## config.mk

```make
export PLATFORM = sky130hd
export DESIGN_NAME = decode_stage
export DESIGN_NICKNAME = d
export VERILOG_FILES = /design/src/rtl/decode_pkg.sv /design/src/rtl/regfile_16x16.sv /design/src/rtl/decode_stage.sv
export SDC_FILE = /design/constraint.sdc
export NUM_CORES = 1
export LEC_CHECK = 0
export BUFFER_PORTS_ARGS = -buffer_cell sky130_fd_sc_hd__buf_2
export CELL_PAD_IN_SITES_DETAIL_PLACEMENT = 2
export CELL_PAD_IN_SITES_GLOBAL_PLACEMENT = 2
export CORE_ASPECT_RATIO = 0.8
export CORE_MARGIN = 4
export CORE_UTILIZATION = 44
export CTS_BUF_LIST = sky130_fd_sc_hd__clkbuf_16
export DETAILED_ROUTE_END_ITERATION = 6
export PLACE_DENSITY = 0.82
export SLEW_MARGIN = 20
export SYNTH_ARGS = -nofsm -noshare
export SYNTH_HDL_FRONTEND = slang
export SYNTH_SLANG_ARGS = --single-unit
```

## constraint.sdc

```tcl
create_clock -name clk_i -period 11.4 [get_ports clk_i]
set_input_delay 1.14 -clock clk_i [delete_from_list [all_inputs] [get_ports clk_i]]
set_output_delay 1.14 -clock clk_i [all_outputs]
set_load 0.01 [all_outputs]
```

## src/rtl/decode_pkg.sv

```systemverilog
// decode_pkg: opcode encoding, instruction field positions and the ID/EX record.
// Latency: n/a; no backpressure.
package decode_pkg;

   localparam int REGI_BITS_P = 4;
   localparam int REGI_SIZE_P = 16;

   typedef enum logic [3:0] {
      OP_NOP   = 4'd0,
      OP_ADD   = 4'd1,
      OP_SUB   = 4'd2,
      OP_XOR   = 4'd3,
      OP_AND   = 4'd4,
      OP_ADDI  = 4'd5,
      OP_LOAD  = 4'd6,
      OP_STORE = 4'd7,
      OP_BEQ   = 4'd8,
      OP_JMP   = 4'd9
   } op_e;

   localparam int OP_MSB  = 15;
   localparam int OP_LSB  = 12;
   localparam int RD_MSB  = 11;
   localparam int RD_LSB  = 8;
   localparam int RS1_MSB = 7;
   localparam int RS1_LSB = 4;
   localparam int RS2_MSB = 3;
   localparam int RS2_LSB = 0;

   typedef struct packed {
      logic                   valid;
      logic [3:0]             op;
      logic [REGI_BITS_P-1:0] rd;
      logic [REGI_SIZE_P-1:0] a;
      logic [REGI_SIZE_P-1:0] b;
      logic [REGI_SIZE_P-1:0] sdata;
      logic [REGI_SIZE_P-1:0] pc;
   } idex_t;

   function automatic logic [REGI_SIZE_P-1:0] sext4(input logic [3:0] v);
      return {{(REGI_SIZE_P-4){v[3]}}, v};
   endfunction

   function automatic logic [REGI_SIZE_P-1:0] sext12(input logic [11:0] v);
      return {{(REGI_SIZE_P-12){v[11]}}, v};
   endfunction

endpackage

```

## src/rtl/regfile_16x16.sv

```systemverilog
// regfile_16x16: 2 comb read ports, 1 write port at clk edge, R0 reads 0; WB_BYPASS_EN forwards same-cycle write data.
// Latency: reads combinational, writes visible next cycle; no backpressure.
module regfile_16x16 #(
   parameter int ABITS = 4,
   parameter int DBITS = 16
) (
   input  logic             clk_i,
   input  logic             rst_i,
   input  logic [ABITS-1:0] raddr_a_i,
   input  logic [ABITS-1:0] raddr_b_i,
   output logic [DBITS-1:0] rdata_a_o,
   output logic [DBITS-1:0] rdata_b_o,
   input  logic             we_i,
   input  logic [ABITS-1:0] waddr_i,
   input  logic [DBITS-1:0] wdata_i
);

   localparam int NREG = 1 << ABITS;

   logic [DBITS-1:0] regs_q [NREG];
   logic             byp_a;
   logic             byp_b;

   always_ff @(posedge clk_i) begin
      if (rst_i) begin
         for (int i = 0; i < NREG; i++) begin
            regs_q[i] <= '0;
         end
      end else if (we_i && (waddr_i != '0)) begin
         regs_q[waddr_i] <= wdata_i;
      end
   end

`ifdef WB_BYPASS_EN
   assign byp_a = we_i && (waddr_i == raddr_a_i) && (waddr_i != '0);
   assign byp_b = we_i && (waddr_i == raddr_b_i) && (waddr_i != '0);
`else
   assign byp_a = 1'b0;
   assign byp_b = 1'b0;
`endif

   always_comb begin
      rdata_a_o = '0;
      rdata_b_o = '0;
      if (byp_a) begin
         rdata_a_o = wdata_i;
      end else if (raddr_a_i != '0) begin
         rdata_a_o = regs_q[raddr_a_i];
      end
      if (byp_b) begin
         rdata_b_o = wdata_i;
      end else if (raddr_b_i != '0) begin
         rdata_b_o = regs_q[raddr_b_i];
      end
   end

endmodule

```

## src/rtl/decode_stage.sv

```systemverilog
// decode_stage: decode, regfile read, load-use stall, branch/jump redirect + squash, ID/EX register (WB_BYPASS_EN in regfile).
// Latency: 1 cycle to ex_*; stall_o holds fetch for one cycle per load-use hazard.
module decode_stage
   import decode_pkg::*;
#(
   parameter int REGI_BITS = 4,
   parameter int REGI_SIZE = 16
) (
   input  logic                 clk_i,
   input  logic                 rst_i,
   input  logic [REGI_SIZE-1:0] next_pc_i,
   input  logic [REGI_SIZE-1:0] instr_i,
   input  logic                 wb_en_i,
   input  logic [REGI_BITS-1:0] wb_addr_i,
   input  logic [REGI_SIZE-1:0] wb_data_i,
   output logic                 stall_o,
   output logic                 redirect_o,
   output logic [REGI_SIZE-1:0] redirect_pc_o,
   output logic                 ex_valid_o,
   output logic [3:0]           ex_op_o,
   output logic [REGI_BITS-1:0] ex_rd_o,
   output logic [REGI_SIZE-1:0] ex_a_o,
   output logic [REGI_SIZE-1:0] ex_b_o,
   output logic [REGI_SIZE-1:0] ex_sdata_o,
   output logic [REGI_SIZE-1:0] ex_pc_o
);

   logic [3:0]           op;
   logic [REGI_BITS-1:0] rd;
   logic [REGI_BITS-1:0] rs1;
   logic [REGI_BITS-1:0] rs2;
   logic [REGI_BITS-1:0] raddr_b;
   logic [REGI_SIZE-1:0] rdata_a;
   logic [REGI_SIZE-1:0] rdata_b;
   logic [REGI_SIZE-1:0] target;

   logic is_alu, op_valid, uses_rs1, uses_rs2, uses_rd;
   logic hazard, taken, quiet;

   idex_t idex_q, idex_d, dec;
   logic  squash_q, squash_d;
   logic  post_rst_q;

   assign op  = instr_i[OP_MSB:OP_LSB];
   assign rd  = instr_i[RD_MSB:RD_LSB];
   assign rs1 = instr_i[RS1_MSB:RS1_LSB];
   assign rs2 = instr_i[RS2_MSB:RS2_LSB];

   assign is_alu   = (op == OP_ADD) || (op == OP_SUB) || (op == OP_XOR) || (op == OP_AND);
   assign op_valid = (op >= OP_ADD) && (op <= OP_JMP);
   assign uses_rs1 = is_alu || (op == OP_ADDI) || (op == OP_LOAD) || (op == OP_STORE) || (op == OP_BEQ);
   assign uses_rs2 = is_alu;
   assign uses_rd  = (op == OP_STORE) || (op == OP_BEQ);

   // Port B carries rs2 for ALU ops, otherwise rd (store data / BEQ compare).
   assign raddr_b = is_alu ? rs2 : rd;

   regfile_16x16 #(
      .ABITS(REGI_BITS),
      .DBITS(REGI_SIZE)
   ) u_rf (
      .clk_i     (clk_i),
      .rst_i     (rst_i),
      .raddr_a_i (rs1),
      .raddr_b_i (raddr_b),
      .rdata_a_o (rdata_a),
      .rdata_b_o (rdata_b),
      .we_i      (wb_en_i),
      .waddr_i   (wb_addr_i),
      .wdata_i   (wb_data_i)
   );

   always_comb begin
      dec = '0;
      if (op_valid) begin
         dec.valid = 1'b1;
         dec.op    = op;
         dec.rd    = rd;
         dec.a     = rdata_a;
         dec.pc    = next_pc_i;
         if (is_alu) begin
            dec.b = rdata_b;
         end else if (op == OP_ADDI) begin
            dec.b = sext4(rs2);
         end
         if (op == OP_STORE) begin
            dec.sdata = rdata_b;
         end
      end
   end

   always_comb begin
      hazard = 1'b0;
      if (idex_q.valid && (idex_q.op == OP_LOAD) && (idex_q.rd != '0)) begin
         hazard = (uses_rs1 && (idex_q.rd == rs1)) ||
                  (uses_rs2 && (idex_q.rd == rs2)) ||
                  (uses_rd  && (idex_q.rd == rd));
      end
   end

   assign taken  = ((op == OP_BEQ) && (rdata_a == rdata_b)) || (op == OP_JMP);
   assign target = (op == OP_JMP) ? next_pc_i + sext12(instr_i[11:0])
                                  : next_pc_i + sext4(rs2);

   // Reset, the cycle right after it, and a squashed slot never stall or redirect.
   assign quiet         = rst_i || post_rst_q || squash_q;
   assign stall_o       = !quiet && hazard;
   assign redirect_o    = !quiet && !hazard && taken;
   assign redirect_pc_o = redirect_o ? target : '0;

   always_comb begin
      idex_d   = dec;
      squash_d = redirect_o;
      if (squash_q || stall_o) begin
         idex_d = '0;
      end
   end

   always_ff @(posedge clk_i) begin
      if (rst_i) begin
         idex_q     <= '0;
         squash_q   <= 1'b0;
         post_rst_q <= 1'b1;
      end else begin
         idex_q     <= idex_d;
         squash_q   <= squash_d;
         post_rst_q <= 1'b0;
      end
   end

   assign ex_valid_o = idex_q.valid;
   assign ex_op_o    = idex_q.op;
   assign ex_rd_o    = idex_q.rd;
   assign ex_a_o     = idex_q.a;
   assign ex_b_o     = idex_q.b;
   assign ex_sdata_o = idex_q.sdata;
   assign ex_pc_o    = idex_q.pc;

endmodule

```

# ---- Word-level counts from Yosys, hierarchy flattened
# Memories as Yosys holds them, arrays and structs flattened.
# Cells that the tools add are included.
dict set report classes {
  n_addsub 2
  magnitude_cmp 2
  eq_ne 14
  n_mux 18
  bitwise_logic 2
  reduce_logical 35
}
# operator n
set op_table {}
lappend op_table {{16-bit two-way mux} 8}
lappend op_table {{73-bit two-way mux} 1}
lappend op_table {{16-bit adder} 2}
lappend op_table {{4-bit by 3-bit == test with 1-bit output (second input constant)} 5}
lappend op_table {{16-bit == test} 1}
lappend op_table {{4-bit nonzero test} 4}
lappend op_table {{16-bit OR reduction} 1}
lappend op_table {{1-bit logical OR} 14}
lappend op_table {{4-bit == test} 3}
lappend op_table {{1-bit logical AND} 11}
lappend op_table {{4-bit by 2-bit == test with 1-bit output (second input constant)} 2}
lappend op_table {{4-bit == test (second input constant)} 2}
lappend op_table {{4-bit two-way mux} 2}
lappend op_table {{1-bit two-way mux} 7}
lappend op_table {{4-bit by 1-bit == test with 1-bit output (second input constant)} 1}
lappend op_table {{4-bit by 1-bit greater-or-equal comparator with 1-bit output (second input constant)} 1}
lappend op_table {{4-bit <= comparator (second input constant)} 1}
lappend op_table {{4-bit OR reduction} 1}
lappend op_table {{3-bit OR reduction} 1}
lappend op_table {{1-bit zero test} 2}
lappend op_table {{1-bit inverter} 2}
lappend op_table {{2-bit OR reduction} 1}
dict set report word_totals {
  reg_bits 75
  ram_bits 256
  input_bits 55
  out_inout_bits 91
  word_cells 83
  memories 1
}
# memory depth word_bits read_ports rd_clocked_by_memory_dff write_ports line_no
set mem_list {}
lappend mem_list {u_rf.regs_q 16 16 2 0 16 regfile_16x16.sv:20} ;# logic [DBITS-1:0] regs_q [NREG];

# ---- Depth between registers and ports, before layout
# Gate-level depths: netlist of the first run.
dict set report logic_depth {
  word_depth 16
  mapped_depth 19
  mapped_depth_nobuf 15
}

# ---- By module
# A second synthesis of the first run with hierarchy kept.
dict set report unflattened {
  hier_cells 1313
  hier_area_um2 16634.7
}
# mod n_inst cells_per_inst area_each_um2 seq_area_each_um2
set by_module_without_submodules {}
lappend by_module_without_submodules {regfile_16x16 1 932 13117.6 7236.9}
lappend by_module_without_submodules {decode_stage 1 381 3517.1 1501.4}

# ---- Least setup slack after synthesis of the first run
# OpenSTA, ideal clock, no wires.
dict set report synth_timing {
  path_kind {input port to output port}
  startpoint {input port instr_i[15]}
  endpoint {output port redirect_pc_o[14]}
  t_arrival_ns 4.729
  required_time_ns 10.260
  setup_slack_ns 5.531
  cell_stages 17
  n_path_buf 4
  path_cell_list {buf_2 > clkbuf_1 > clkbuf_1 > nand2_1 > nor3_1 > nand2b_1 > clkbuf_1 > nand2_1 > ha_1 > or3_1 > o211ai_1 > nand3_1 > o41ai_1 > o21bai_1 > a21oi_1 > xnor2_1 > a21boi_1}
}
dict set report synth_between {
  elab_chain_cells 16
  elab_cells_between_ends 35
  classes_between {10 x eq/ne; 5 x mux; 19 x reduce/logical; 1 x memory}
}
# element line_no
set synth_rtl {}
lappend synth_rtl {{start: declaration} decode_stage.sv:12} ;# input logic [REGI_SIZE-1:0] instr_i,
lappend synth_rtl {{parallel branches: the longest is 15 deep, another holds memory 16 x 16 bit} --}
lappend synth_rtl {{16-bit two-way mux (*)} decode_stage.sv:109} ;# assign redirect_pc_o = redirect_o ? target : '0;
lappend synth_rtl {{end: declaration} decode_stage.sv:18} ;# output logic [REGI_SIZE-1:0] redirect_pc_o,
# Mark *: on every way between the ends.

# ---- Worst setup path after layout of the first run
dict set report layout_timing {
  startpoint {input port instr_i[14]}
  endpoint {output port redirect_pc_o[11]}
}
# The elaborated chain is that of the path after synthesis.

==> impl_metrics.ini, run 1 <==
[layout]
stdcell_area_sq_mm = 0.0211
layout-drive-gt1-share = 0.210
nNetsFinal = 1828
finalNonFillerCells = 2336
area_growth_pct = 12.7

[global_route]
grt_pass1_vias = 16500
grt-ovfl-total = 0
use_met1 = 0.441
track_usage = 0.339
grt_pass1_wl_um = 114000
grtUsageMet2 = 0.546
grt_antenna_before_repair = 4
grt_max_degree = 57
grt.busiest_layer = met2
use_met3 = 0.0760

[detailed_routing]
detail_route.vias_per_cell = 6.69
drtIter0Drc = 1812
antenna_left = 0
wire_per_inst_um = 34.2
vias = 15600
drc_errors = 0
drt-total-wl_um = 79800
drt_first_pass_iters = 5

[timing]
period_needed_ns = 7.75
fin_worst_skew_ns = 0.0121
setup_viol = 0
fmax_ghz = 0.129
hold_viol = 0
relSlewSlack = 0.165
tns_ns = 0
rsz0062_at_grt = false
fin_crit_sh = 0.680
worst_pin_slew_ns = 1.22
slew_viol_final = 0

[worst_setup_path]
r2r_setup_slack_ns = 7.46
critPathKind = in2out
worstPathArrival_ns = 6.61
required_ns = 10.26
critPathCaptureType = output port
critPathMaxFanout = 56
cp-start-kind = input port

[yosys]
yosys_register_bits = 331
ys.flop_type = edfxtp_1
syn_area_sq_mm = 0.0187
synth_common_cells = 281 x and2_1, 256 x edfxtp_1, 89 x clkbuf_1
synth-edff-count = 256
netlist_instances = 1656
synth_area_leaders = edfxtp_1 41%, and2_1 9.4%, mux4_2 8.1%
yosys.area.top_type = edfxtp_1
ys_types = 82
ys_warn_count = 0
seq_area_frac_synth = 0.491
synth_top_area_share = 0.411
async_flop_share = 0
avgSynthCellArea_sq_um = 11.3
yosysMostFrequentCell = and2_1

[place]
dp_cells = 2269
numPortBuffers = 145
routabilityCongestion = 0.931
hpwl_um = 54500
postPlaceCellArea_sq_mm = 0.0199

[die]
core-area_sq_mm = 0.0419
die_h_um = 192
die_area_sq_mm = 0.0459
pin_count = 146
die_x_um = 239
rows = 67
start_util = 0.446

[cts]
cts_hold_buf = 0
cts.htree.levels = 2
postCtsSetupBuffers = 0
cts_buffer_depth = 3
clockRootBuffer = clkbuf_16
cts_inserted_buffers = 38
cts_tree = yes
path_clk_slew_ns = 0.06
cts.sinks = 331
clkLatencyLatePin_ns = 0.56
cts_resized = 0

[pwr]
p_int_mw = 2.25
ir_worst_vdd_v = 0.000124
leakagePower_nw = 7.97
pwr-share-seq = 0.440
p_sw_uw = 983
power_frac_clock = 0.371
switching_share = 0.305
power_density_mw_per_mm2 = 153
combPwrFrac = 0.188

[outcome]
status = completed

[run]
cap_violations = 0

[hold_path]
hp-class = reg2reg
==> critical path: stages <==
cell,delay (ns)
buf_2,0.17
or3_4,0.58
nand4_1,0.17
buf_4,0.56
nand2_2,0.59
buf_4,0.52
mux2i_1,0.20
a221oi_1,0.63
xor2_1,0.22
nand2_1,0.11
o22ai_1,0.50
nand4_4,0.51
a211oi_1,0.40
buf_2,0.19
==> cell usage in the layout, fill, tap and decap left out, types with 7 or more instances in the layout <==
cell,Yosys,routed
nor3_1,16,14
a2111oi_0,33,33
clkbuf_16,0,41
nand2b_1,28,28
inv_1,9,16
and3_1,46,46
a32o_1,9,9
a21o_1,11,11
mux2i_1,40,40
clkinv_1,0,8
or2_2,19,19
buf_4,8,46
dfxtp_1,75,75
nor2_1,83,81
ha_1,15,15
conb_1,1,16
nand4_1,11,11
a22oi_1,10,10
o21ai_0,41,41
a211oi_1,34,34
xnor2_1,34,34
nand3_1,37,37
and2_1,281,281
xor2_1,16,16
edfxtp_1,256,256
buf_2,35,143
a31oi_1,20,20
mux4_2,67,67
a21oi_2,8,8
nand2_1,84,83
mux2_2,18,18
a221o_1,7,7
a21oi_1,63,63
a311oi_1,24,24
==> power by group through the flow <==
stage / clock, mW / combinational, mW / sequential (mW)
floorplan: 0 / 0.360 / 1.42
global placement: 0 / 0.561 / 1.44
detailed placement: 0 / 0.586 / 1.44
CTS: 1.21 / 0.593 / 1.42
global route: 1.26 / 0.635 / 1.42
finish: 1.20 / 0.608 / 1.42
==> metal layers <==
| layer | wire length (um) | vias to the layer above |
|---|---|---|
| met3 | 7720 | 237 |
| met2 | 36400 | 924 |
| met4 | 4260 | 0 |
| met5 | 0 | - |
| met1 | 31500 | 8036 |
| li1 | - | 6424 |
==> final cells by class <==
| type | instances | area, sq um |
|---|---|---|
| Fill cell | 4143 | 20800 |
| Sequential cell | 331 | 9190 |
| Multi-Input combinational cell | 1188 | 8930 |
| Timing Repair Buffer | 189 | 1060 |
| Clock buffer | 41 | 1030 |
| Tap cell | 552 | 691 |
| Clock inverter | 25 | 148 |
| Inverter | 9 | 33.8 |
| Antenna cell | 1 | 2.50 |
==> state kept, by name, indices dropped and copies added, names as in the netlist <==
register and cells:
ex_valid_o 1, ex_pc_o 16, ex_b_o 16, ex_rd_o 4, ex_sdata_o 16, post_rst_q 1, u_rf.regs_q 256, ex_op_o 4
ex_a_o 16, squash_q 1
==> final timing paths <==
| kind | startpoint | to | depth (start not counted) |
|---|---|---|---|
| max reg2reg | u_rf.regs_q[15][8] | squash_q | 10 |
| max | instr_i[14] | redirect_pc_o[11] | 14 |
| min reg2reg | squash_q | ex_op_o[2] | 2 |
| min | squash_q | ex_op_o[2] | 2 |
==> kinds of logic (layout without fill, tap and decap cells) <==
| family | count (synthesis) | count (layout) | share of synthesized area |
|---|---|---|---|
| buffers and inverters | 152 | 264 | 0.0361 |
| multiplexers | 125 | 125 | 0.113 |
| adder cells (fa/ha/maj) | 16 | 16 | 0.0111 |
| AND/OR/NAND/NOR | 639 | 639 | 0.191 |
| flip-flops | 331 | 331 | 0.491 |
| AO/OA/AOI/OAI | 342 | 342 | 0.134 |
| other | 1 | 17 | 0.000200 |
| XOR/XNOR | 50 | 50 | 0.0234 |
==> stage by stage <==
| step | setup slack, ns | power (mW) | utilization | hold WS, ns |
|---|---|---|---|---|
| floorplan | 5.53 | 1.78 | - | 0.561 |
| global placement | 4.17 | 2.00 | 0.475 | 0.599 |
| detailed placement | 3.85 | 2.03 | 0.475 | 0.599 |
| CTS | 3.81 | 3.22 | 0.503 | 0.612 |
| global route | 3.44 | 3.32 | 0.503 | 0.653 |
| finish | 3.65 | 3.23 | 0.503 | 0.617 |
Power figures use the tool's default switching activity.
==> run 2, diff against run 1 <==
Settings changed: CORE_UTILIZATION 44 to 37, PLACE_DENSITY 0.82 to 0.73.
Clock period 11.4 ns to 7.1 ns, I/O delays scaled along.
==> run 2 against run 1 <==
  * Utilization fell by 7.4 points
  * Design area grew 1.5%
  * Clock skew increased by 0.016 ns
  * Combinational power up 60%
  * Sequential share of layout area shrank 0.62 points
  * Cell count is 6.1% higher
  * Die area rose by 18%
  * Register-to-register slack got worse by 3.9 ns
  * Total power is 60% higher
  * Clock power grew 62%
  * Sequential power grew 60%
  * Hold slack got worse by 0.25 ns
==> impl_metrics.ini, run 2 (same netlist as run 1, synthesis figures left out) <==
[outcome]
status = completed

[detailed_routing]
detail_route.vias_per_cell = 6.13
wire_per_inst_um = 31.2
drt-total-wl_um = 77400
drt_first_pass_iters = 6
antenna_left = 0
vias = 15200
drc_errors = 0
drtIter0Drc = 1301

[cts]
cts_inserted_buffers = 39
postCtsSetupBuffers = 0
cts_hold_buf = 0
cts_buffer_depth = 3
cts_tree = yes
path_clk_slew_ns = 0.06
clkLatencyLatePin_ns = 0.58
cts_resized = 0
clockRootBuffer = clkbuf_16
cts.sinks = 331
cts.htree.levels = 2

[layout]
layout-drive-gt1-share = 0.219
area_growth_pct = 14.4
mostFrequentLayoutCells = 281 x and2_1, 256 x edfxtp_1, 143 x buf_2
regMostFlops = u_rf.regs_q
final_common_cell = and2_1
fillers = 5164
nNetsFinal = 1841
largest_register_ffs = 256

[timing]
tns_ns = 0
fin_worst_skew_ns = 0.0278
worst_hold_slack_ns = 0.365
slew_viol_final = 0
period_needed_ns = 5.96
worst_pin_slew_ns = 0.991
setup_viol = 0
fmax_ghz = 0.168
rsz0062_at_grt = false
hold_viol = 0
fin_crit_sh = 0.840
relSlewSlack = 0.322

[worst_setup_path]
crit_path_start = instr_i[12]
cp-start-kind = input port
crit_chain = buf_2 -> o21ai_2 -> nand4_1 -> nand2_2 -> buf_4 -> mux2i_1 -> a2111oi_0 -> xor2_1 -> nand4_1 -> o22ai_1 -> nand4_4 -> a211oi_1 -> buf_2
cp_slowest_cell = o21ai_2
slowest_delay_ns = 0.71
critPathCaptureType = output port
worstReg2RegStart = u_rf.regs_q[1][8]
required_ns = 6.39
critPathMaxFanout = 21
worstPathArrival_ns = 5.25
critPathKind = in2out

[global_route]
grt_pass1_wl_um = 112000
track_usage = 0.279
grt_max_degree = 56
grt_antenna_before_repair = 1
grt-ovfl-total = 0
grt_pass1_vias = 16300

[place]
routabilityCongestion = 0.914
hpwl_um = 54000
numPortBuffers = 145

[pwr]
power_mw = 5.18
switching_share = 0.307
combPwrFrac = 0.187
p_sw_mw = 1.59
power_density_mw_per_mm2 = 242
power_frac_clock = 0.374
p_int_mw = 3.59
ir_worst_vdd_v = 0.000148
pwr-share-seq = 0.439
leakagePower_nw = 8.04

[die]
core-area_sq_mm = 0.0499
die_x_um = 259
rows = 73
die_area_sq_mm = 0.0542
pin_count = 146
start_util = 0.375
die_h_um = 209

[hold_path]
worstHoldStart = next_pc_i[12]
hp-class = in2reg

[run]
cap_violations = 0
-- run 2: worst max-delay path, delay by kind of cell --
family                 cells  cell delay, ns
AND/OR/NAND/NOR            4            1.29
AO/OA/AOI/OAI              4            2.10
XOR/XNOR                   1            0.20
multiplexers               1            0.20
buffers and inverters      3            0.71
-- run 2: worst paths after layout --
path / to / slack (ns) / cells after the start
max: redirect_pc_o[11] / 1.14 / 13
min: ex_pc_o[12] / 0.37 / 2
max reg2reg: squash_q / 3.58 / 8
min reg2reg: ex_op_o[2] / 0.64 / 2
-- run 2: final cells by class --
| type | count | area, sq um | area share |
|---|---|---|---|
| tap | 675 | 845 | 0.0395 |
| inverter | 9 | 33.8 | 0.00158 |
| antenna | 2 | 5.00 | 0.000234 |
| timing repair buffer | 201 | 1190 | 0.0556 |
| sequential | 331 | 9190 | 0.430 |
| clock inverter | 31 | 165 | 0.00772 |
| multi-input combinational | 1188 | 8940 | 0.418 |
| clock buffer | 41 | 1030 | 0.0480 |
-- run 2: per-stage QoR --
| step | instance area (sq um) | instances | setup slack [ns] | utilization |
|---|---|---|---|---|
| floorplan | 18800 | 1671 | 2.09 | - |
| global placement | 20200 | 2404 | 1.31 | 0.405 |
| detailed placement | 20200 | 2404 | 1.19 | 0.405 |
| CTS | 21400 | 2476 | 1.20 | 0.429 |
| global route | 21400 | 2477 | 0.865 | 0.429 |
| finish | 21400 | 2478 | 1.14 | 0.429 |
-- run 2: layer usage --
layer,routed length (um),vias to the layer above,global-route usage
li1,-,6440,-
met1,32400,7983,0.361
met2,36700,615,0.465
met3,5660,154,0.0617
met4,2690,0,0.0945
met5,0,-,0
-- run 2: power by group through the flow --
stage,registers (mW),clock network [mW],logic (mW)
after detailed placement,2.31,0,0.947
final,2.27,1.94,0.970
after floorplan,2.28,0,0.579
after global routing,2.28,2.05,1.03
after global placement,2.30,0,0.925
after CTS,2.27,1.97,0.954
